**src/rtl/uart_pkg.sv**
```systemverilog
// Shared UART definitions: FSM states, 8N1 framing constants and
// the baud divider helper used by both the tx and rx paths.
package uart_pkg;

  typedef enum logic [1:0] {
    IDLE,
    START,
    DATA,
    STOP
  } state_t;

  localparam int   DATA_BITS = 8;
  localparam logic START_LVL = 1'b0;
  localparam logic STOP_LVL  = 1'b1;

  function automatic int clks_per_bit(input int clk_freq, input int baud);
    return clk_freq / baud;
  endfunction

endpackage

```
**src/rtl/uart_tx_fifo_sync_fifo.sv**
```systemverilog
// Single-clock FIFO with registered occupancy count and
// combinational read data at the head of the queue.
module sync_fifo #(
  parameter int WIDTH = 8,
  parameter int DEPTH = 16
) (
  input  logic             clk,
  input  logic             rst,
  input  logic             wr_en,
  input  logic [WIDTH-1:0] wr_data,
  input  logic             rd_en,
  output logic [WIDTH-1:0] rd_data,
  output logic             full,
  output logic             empty
);

  localparam int AW = $clog2(DEPTH);
  localparam logic [AW:0] FULL_CNT = (AW+1)'(DEPTH);

  logic [WIDTH-1:0] mem [DEPTH];
  logic [AW-1:0]    wr_ptr;
  logic [AW-1:0]    rd_ptr;
  logic [AW:0]      count;
  logic             wr;
  logic             rd;

  assign full    = (count == FULL_CNT);
  assign empty   = (count == '0);
  assign wr      = wr_en && !full;
  assign rd      = rd_en && !empty;
  assign rd_data = mem[rd_ptr];

  always_ff @(posedge clk or posedge rst) begin
    if (rst) begin
      wr_ptr <= '0;
      rd_ptr <= '0;
      count  <= '0;
    end else begin
      if (wr) wr_ptr <= wr_ptr + AW'(1);
      if (rd) rd_ptr <= rd_ptr + AW'(1);
      unique case ({wr, rd})
        2'b10:   count <= count + (AW+1)'(1);
        2'b01:   count <= count - (AW+1)'(1);
        default: count <= count;
      endcase
    end
  end

  // Storage needs no reset; the pointers define what is valid.
  always_ff @(posedge clk) begin
    if (wr) mem[wr_ptr] <= wr_data;
  end

endmodule

```
**src/rtl/uart_tx_fifo.sv**
```systemverilog
// 8N1 UART transmitter fed from a byte FIFO; frames are sent
// LSB first with registered tx and done outputs.
module uart_tx_fifo
  import uart_pkg::*;
#(
  parameter int CLK_FREQ   = 50000000,
  parameter int BAUD       = 115200,
  parameter int FIFO_DEPTH = 16
) (
  input  logic       clk,
  input  logic       rst,
  input  logic [7:0] data_tx,
  input  logic       send_tx,
  output logic       ready_tx,
  output logic       tx,
  output logic       busy_tx,
  output logic       done_tx
);

  localparam int CLKS_PER_BIT = clks_per_bit(CLK_FREQ, BAUD);
  localparam int CW = (CLKS_PER_BIT > 1) ? $clog2(CLKS_PER_BIT) : 1;
  localparam logic [CW-1:0] LAST = CW'(CLKS_PER_BIT - 1);
  localparam logic [2:0]    LAST_BIT = 3'(DATA_BITS - 1);

  state_t        state;
  state_t        state_nx;
  logic [CW-1:0] baud_cnt;
  logic [2:0]    bit_idx;
  logic [7:0]    shreg;
  logic [7:0]    fifo_data;
  logic          full;
  logic          empty;
  logic          pop;
  logic          phase_end;
  logic          tx_nx;
  logic          done_nx;

  assign ready_tx  = !full;
  assign pop       = (state == IDLE) && !empty;
  assign phase_end = (baud_cnt == LAST);
  assign busy_tx   = (state != IDLE);

  sync_fifo #(
    .WIDTH (8),
    .DEPTH (FIFO_DEPTH)
  ) u_fifo (
    .clk     (clk),
    .rst     (rst),
    .wr_en   (send_tx),
    .wr_data (data_tx),
    .rd_en   (pop),
    .rd_data (fifo_data),
    .full    (full),
    .empty   (empty)
  );

  always_ff @(posedge clk or posedge rst) begin
    if (rst) begin
      state    <= IDLE;
      baud_cnt <= '0;
      bit_idx  <= '0;
      shreg    <= '0;
    end else begin
      state <= state_nx;
      if (state_nx != state || phase_end || state == IDLE)
        baud_cnt <= '0;
      else
        baud_cnt <= baud_cnt + CW'(1);
      if (state != DATA)
        bit_idx <= '0;
      else if (phase_end)
        bit_idx <= bit_idx + 3'd1;
      if (pop)
        shreg <= fifo_data;
      else if (state == DATA && phase_end)
        shreg <= {1'b0, shreg[7:1]};
    end
  end

  always_comb begin
    state_nx = state;
    unique case (state)
      IDLE:  if (!empty) state_nx = START;
      START: if (phase_end) state_nx = DATA;
      DATA:  if (phase_end && bit_idx == LAST_BIT) state_nx = STOP;
      STOP:  if (phase_end) state_nx = IDLE;
      default: state_nx = IDLE;
    endcase
  end

  always_comb begin
    tx_nx   = STOP_LVL;
    done_nx = 1'b0;
    unique case (state)
      IDLE:  tx_nx = STOP_LVL;
      START: tx_nx = START_LVL;
      DATA:  tx_nx = shreg[0];
      STOP: begin
        tx_nx   = STOP_LVL;
        done_nx = phase_end;
      end
      default: tx_nx = STOP_LVL;
    endcase
  end

  // Line outputs are registered so tx never glitches.
  always_ff @(posedge clk or posedge rst) begin
    if (rst) begin
      tx      <= STOP_LVL;
      done_tx <= 1'b0;
    end else begin
      tx      <= tx_nx;
      done_tx <= done_nx;
    end
  end

endmodule

```
**config.mk**
```make
export PLATFORM = sky130hd
export DESIGN_NAME = uart_tx_fifo
export DESIGN_NICKNAME = d
export VERILOG_FILES = /design/src/rtl/uart_pkg.sv /design/src/rtl/uart_tx_fifo_sync_fifo.sv /design/src/rtl/uart_tx_fifo.sv
export SDC_FILE = /design/constraint.sdc
export NUM_CORES = 1
export LEC_CHECK = 0
export CAP_MARGIN = 25
export CORE_MARGIN = 5
export CORE_UTILIZATION = 38
export CTS_BUF_LIST = sky130_fd_sc_hd__clkbuf_8
export DETAILED_ROUTE_END_ITERATION = 10
export DONT_BUFFER_PORTS = 1
export PLACE_DENSITY = 0.49
export SYNTH_ARGS = -nofsm -noshare
export SYNTH_HDL_FRONTEND = slang
export SYNTH_SLANG_ARGS = --single-unit
```
**constraint.sdc**
```tcl
create_clock -name clk -period 5.6 [get_ports clk]
set_clock_uncertainty 0.2 [all_clocks]
set_input_delay 1.12 -clock clk [delete_from_list [all_inputs] [get_ports clk]]
set_output_delay 1.12 -clock clk [all_outputs]
set_load 0.005 [all_outputs]
```
; Word level (Yosys, flattened, before mapping)
; Memories as Yosys holds them, arrays and structs flattened.
; Index checks and enable logic that the tools add are counted.
[word_totals]
register_bits = 37
ram_bits = 128
inputBits = 11
out_inout_bits = 4
mem_count = 1
[memory_table]
columns = name, depth, width, read_ports, rd_clocked_by_memory_dff, write_ports, line_no
row1 = u_fifo.mem, 16, 8, 1, 0, 1, uart_tx_fifo_sync_fifo.sv:20  ; logic [WIDTH-1:0] mem [DEPTH];
[classes]
addsub = 6
eq_ne = 10
n_mux = 15
n_reduce_logical = 16
[ops]
columns = op, count
row1 = two-way mux 8 bit, 2
row2 = case mux 5 bit (2 select lines), 1
row3 = "adder 9 x 1 -> 9 bit, second input constant", 1
row4 = "equality test 9 bit, second input constant", 1
row5 = two-way mux 9 bit, 1
row6 = "adder 4 x 1 -> 4 bit, second input constant", 2
row7 = two-way mux 2 bit, 4
row8 = case mux 2 bit (4 select lines), 1
row9 = nonzero test 2 bit, 4
row10 = "equality test 2 bit, second input constant", 3
row11 = two-way mux 3 bit, 2
row12 = "adder 5 x 1 -> 5 bit, second input constant", 1
row13 = "equality test 5 bit, second input constant", 1
row14 = logical AND 1 bit, 5
row15 = zero test 5 bit, 1
row16 = "subtractor 5 x 1 -> 5 bit, second input constant", 1
row17 = "equality test 2 x 1 -> 1 bit, second input constant", 2
row18 = "adder 3 x 1 -> 3 bit, second input constant", 1
row19 = "equality test 3 bit, second input constant", 1
row20 = two-way mux 1 bit, 3
row21 = case mux 1 bit (3 select lines), 1
row22 = zero test 1 bit, 2
row23 = zero test 2 bit, 1
row24 = logical OR 1 bit, 2
row25 = other kinds (3), 3

; Depth between registers and ports, before layout
[logic_depth]
ltp_word = 8
depth_mapped = 13
depth_no_buf = 12

; By module
; A second synthesis with hierarchy kept.
[hier_totals]
cells_unflattened = 467
area_unflattened_um2 = 7163.1
[modules_own_cells]
columns = mod, n_inst, cells_each, area_per_inst_um2, seq_area_each_um2
row1 = sync_fifo, 1, 333, 5796.8, 4169.0
row2 = uart_tx_fifo, 1, 134, 1366.3, 601.8

; Least setup slack after synthesis
; Ideal clock, no wire load.
[synth_timing]
kind = input port to flip-flop
startpoint = input port send_tx
endpoint = register u_fifo.count[4]
setup_time_ps = 127
t_arrival_ps = 3025
required_time_ps = 5273
path_slack_ps = 2248
cell_stages = 10
n_path_buf = 1
cell_sequence = and2_1 > clkbuf_1 > inv_1 > ha_1 > ha_1 > nor2b_1 > o21ai_0 > a21oi_1 > or3b_2 > xnor2_1
[synth_via]
elab_chain_len = 3
word_cells_on_any_way = 5
[synth_rtl]
columns = element, line_no
row1 = "start, declared", uart_tx_fifo.sv:13  ; input logic send_tx,
row2 = logical AND 1 bit (*), uart_tx_fifo_sync_fifo.sv:29  ; assign wr = wr_en && !full;
row3 = equality test 2 x 1 -> 1 bit or equality test 2 bit (tied branches), uart_tx_fifo_sync_fifo.sv:41  ; unique case ({wr, rd})
row4 = case mux 5 bit (2 select lines) or nonzero test 2 bit (tied branches), --
row5 = "end signal, assigned", uart_tx_fifo_sync_fifo.sv:42  ; 2'b10: count <= count + (AW+1)'(1);
row6 = "end signal, assigned", uart_tx_fifo_sync_fifo.sv:43  ; 2'b01: count <= count - (AW+1)'(1);
row7 = "end signal, assigned", uart_tx_fifo_sync_fifo.sv:44  ; default: count <= count;
row8 = "end, declared", uart_tx_fifo_sync_fifo.sv:23  ; logic [AW:0] count;
; Every way passes the cells marked *; elsewhere a longest branch is shown, timed or not.
; A chain may end at the register's enable or synchronous reset.

; Worst setup path after layout
[layout_timing]
startpoint = register u_fifo.count[1]
endpoint = register u_fifo.count[4]
[layout_via]
elab_chain_len = 6
word_cells_on_any_way = 13
[layout_rtl]
columns = element, line_no
row1 = zero test 5 bit, uart_tx_fifo_sync_fifo.sv:28  ; assign empty = (count == '0);
row2 = zero test 1 bit, "uart_tx_fifo_sync_fifo.sv:30, uart_tx_fifo.sv:39"
row3 = logical AND 1 bit, uart_tx_fifo.sv:39  ; assign pop = (state == IDLE) && !empty;
row4 = logical AND 1 bit, uart_tx_fifo_sync_fifo.sv:30  ; assign rd = rd_en && !empty;
row5 = equality test 2 x 1 -> 1 bit or equality test 2 bit (tied branches), uart_tx_fifo_sync_fifo.sv:41
row6 = case mux 5 bit (2 select lines) or nonzero test 2 bit (tied branches), --
; Parallel ways exist; a longest one is shown, timed or not.

==> reports/summary.txt <==
Status - finished, final reports clean
WL/cell - 21.3 um
Vias in the first global route - 3765
H-tree levels - 4
Final HPWL DP - 9190 um
Die Height - 145 um
Pwr dens - 488 nW/um^2
Mapped Cells - 427
Top_reg_cell synth - edfxtp_1
Pre-Repair DR Iteration Count - 4
Crit Path Max Fanout - 15
Worst hold stages - 2
Final setup TNS - 0 ns
Area grow syn2layout - 8.88%
Clock net sink count - 165
Worst path cell trace - or4_4, o21ai_4, inv_2, ha_1, ha_1, nor2b_1, o21ai_0, a21oi_1, or3b_2, xnor2_1
Worst relative slew slack - 33.1%
TritonCTS clock tree - built
Clock power frac - 22.6%
Min-Delay Path Class - reg2reg
Via density - 5.26
Routed WL - 14400 um
Pin count of the biggest net entering global routing - 41
CTS resizes - 0
Logic pwr share - 32.0%
Largest area contributor in the synthesized netlist - edfxtp_1
Crit path max-delay family - simple AND/OR/NAND/NOR gates
Root Driver - clkbuf_8
Postcts setup bufs - 0
Tot Pwr - 3680 uW
Crit start category - register
Seq/Total Area, Yosys - 68.8%
Core area - 18000 um^2
Area after DPL - 7170 um^2
LEAKAGE - 0.00259 uW
RSZ-0062 raised after global routing - false
Tmin final - 3.49 ns
Global route total overflow - 0
Ys async rst share - 22.4%
Worst Setup End Kind - register
Setup Viol. Count Final - 0
IO Port Bufs - 0
Worst path depth - 10
Syn Std Cell Area - 6930 um^2
Clock Latency Late Sink - 0.45 ns
Synth warnings - 0
Worst-path clk slew - 0.09 ns
Switching power total - 1310 uW
Max Buffers Root-to-Sink - 2
Req. time, crit path - 5.73 ns
Ant. Diodes - 0
Die W - 145 um
Row count - 49
Post-synth EDFFs - 128
Main area contributors after synthesis - edfxtp_1 55%, dfrtp_1 13%, mux4_2 7.8%, ha_1 3.2%, mux2i_1 2.9%
Final Net Count - 464
Setup CP Type - reg2reg
Initial antenna violation count - 0
CP peak stage delay - 0.59 ns
DRC - 0
Final Slew Violations - 0
Worst VDD drop - 0.244 mV
Final Hold Fails - 0
CP bufs+invs - 1
First-pass GRT wire length - 22600 um
Top-area cell type share of the netlist area - 55.5%
Fmax - 0.287 GHz
Share of cells above drive strength 1 - 15.9%
#FFs+latches synth - 165
Most frequent CP cell - ha_1
Post-Syn Area per Cell - 16.2 um^2
Via Count - 3556
Worst slew pin tran - 1.00 ns
# fillers - 1654
Crit path max-delay cell type - or4_4
GP Congestion - 0.755
Initial core utilization - 38.6%
Aggregate global-route resource usage - 14.1%
# hold bufs at CTS - 0
Maximum capacitance violations - 0
Num CTS Buffers - 17
Seq pwr share - 45.4%
Sw frac - 35.5%
Top Ports - 15
DR iter-0 viols - 277
Final critical-path share of the clock period - 62.3%
Die ar. - 21000 um^2
Worst R2R Path Depth - 10
Power Internal - 2380 uW
Post-DRT Antenna Nets - 0
Synth cell types - 44
Crit path DAT - 3.61 ns
Design Area, Final - 7550 um^2
Syn Nets - 457
-- synth_stat cells (10+ instances only) --
cell type  count
a21oi_1       12
a31oi_1       10
dfrtp_1       36
edfxtp_1     128
ha_1          18
inv_1         14
mux2i_1       20
mux4_2        24
nand2_1       23
nor2_1        28
o21ai_0       14
xnor2_1       11
-- flip-flops by register name, indices dropped and copies added (netlist names) --
signal,flops
u_fifo.count,5
state,2
u_fifo.mem,128
shreg,8
baud_cnt,9
done_tx,1
u_fifo.wr_ptr,4
u_fifo.rd_ptr,4
tx,1
bit_idx,3
-- tightest hold or removal path, delay by kind of cell, from the launching register on --
kind,cells,cell delay (ns)
compound gates,1,0.07
flops,1,0.39
simple gates,1,0.07
-- layer usage --
metal | vias to the layer above | share of wire [%] | global-route usage (%)
met4 | 0 | 1.0 | 3.34
met1 | 1826 | 46 | 19.8
met3 | 10 | 5.2 | 3.96
met2 | 63 | 47 | 22.0
li1 | 1657 | - | -
met5 | - | 0 | 0
-- logic make-up (layout without fill, tap and decap cells) --
kind of cell             after synthesis  in the layout  share of synthesized area (%)
AO/OA/AOI/OAI                         59             59                           5.65
XOR/XNOR                              17             17                           2.15
adder cells (fa/ha/maj)               19             19                           3.54
buffers and inverters                 33             53                           2.24
flip-flops                           165            165                           68.8
multiplexers                          44             44                           10.7
AND/OR/NAND/NOR                       90             90                           6.90
-- path summary, 6_finish.rpt --
check	to	slack, ns	startpoint
max reg2reg	u_fifo.count[4]$_DFFE_PP0P_	2.11	u_fifo.count[1]$_DFFE_PP0P_
min	tx$_DFF_PP1_	0.32	shreg[0]$_DFFE_PP0P_
max	u_fifo.count[4]$_DFFE_PP0P_	2.11	u_fifo.count[1]$_DFFE_PP0P_
min in group asynchronous	u_fifo.count[0]$_DFFE_PP0P_	0.50	rst
min reg2reg	tx$_DFF_PP1_	0.32	shreg[0]$_DFFE_PP0P_
max in group asynchronous	tx$_DFF_PP1_	3.90	rst
-- cells in the final DEF, fill, tap and decap left out, types with 3 or more instances in the layout --
cell type,count
mux2i_1,20
nand4_1,4
xnor2_1,11
mux4_2,24
inv_6,6
o21ai_0,14
and2_1,3
ha_1,18
buf_4,6
nor2_1,28
a22oi_1,8
dfrtp_1,35
nand4b_1,8
inv_1,15
a31oi_1,10
nand3_1,4
xor2_1,6
nand2_1,23
a21oi_1,12
o221ai_1,8
edfxtp_1,128
nor3_1,3
nor2b_1,5
clkbuf_8,17
-- through the flow --
step / std cells / hold slack [ns] / worst slack, ns / utilization, %
6_report: 676 / 0.325 / 2.11 / 42.0
5_1_grt: 676 / 0.375 / 1.94 / 42.0
3_5_place_dp: 644 / 0.321 / 2.13 / 39.9
4_1_cts: 676 / 0.339 / 2.12 / 42.0
2_1_floorplan: 427 / 0.272 / 2.25 / -
3_3_place_gp: 644 / 0.305 / 2.17 / 39.9
-- final cells by class --
type                            count  area (um^2)  area share, %
Clock buffer                       17          234           3.10
Clock inverter                     15          143           1.89
Inverter                           15         56.3          0.746
Multi-Input combinational cell    229         2010           26.6
Sequential cell                   165         4770           63.2
Tap cell                          229          287           3.80
Timing Repair Buffer                6         45.0          0.597
-- power groups by stage --
stage / clock, uW / combinational, uW / sequential [uW]
3_5_place_dp: 0 / 1200 / 1700
5_1_grt: 904 / 1310 / 1700
4_1_cts: 851 / 1200 / 1680
6_report: 832 / 1180 / 1670
3_3_place_gp: 0 / 1190 / 1690
2_1_floorplan: 0 / 960 / 1610
No activity file was read; power rests on OpenSTA's default activity.
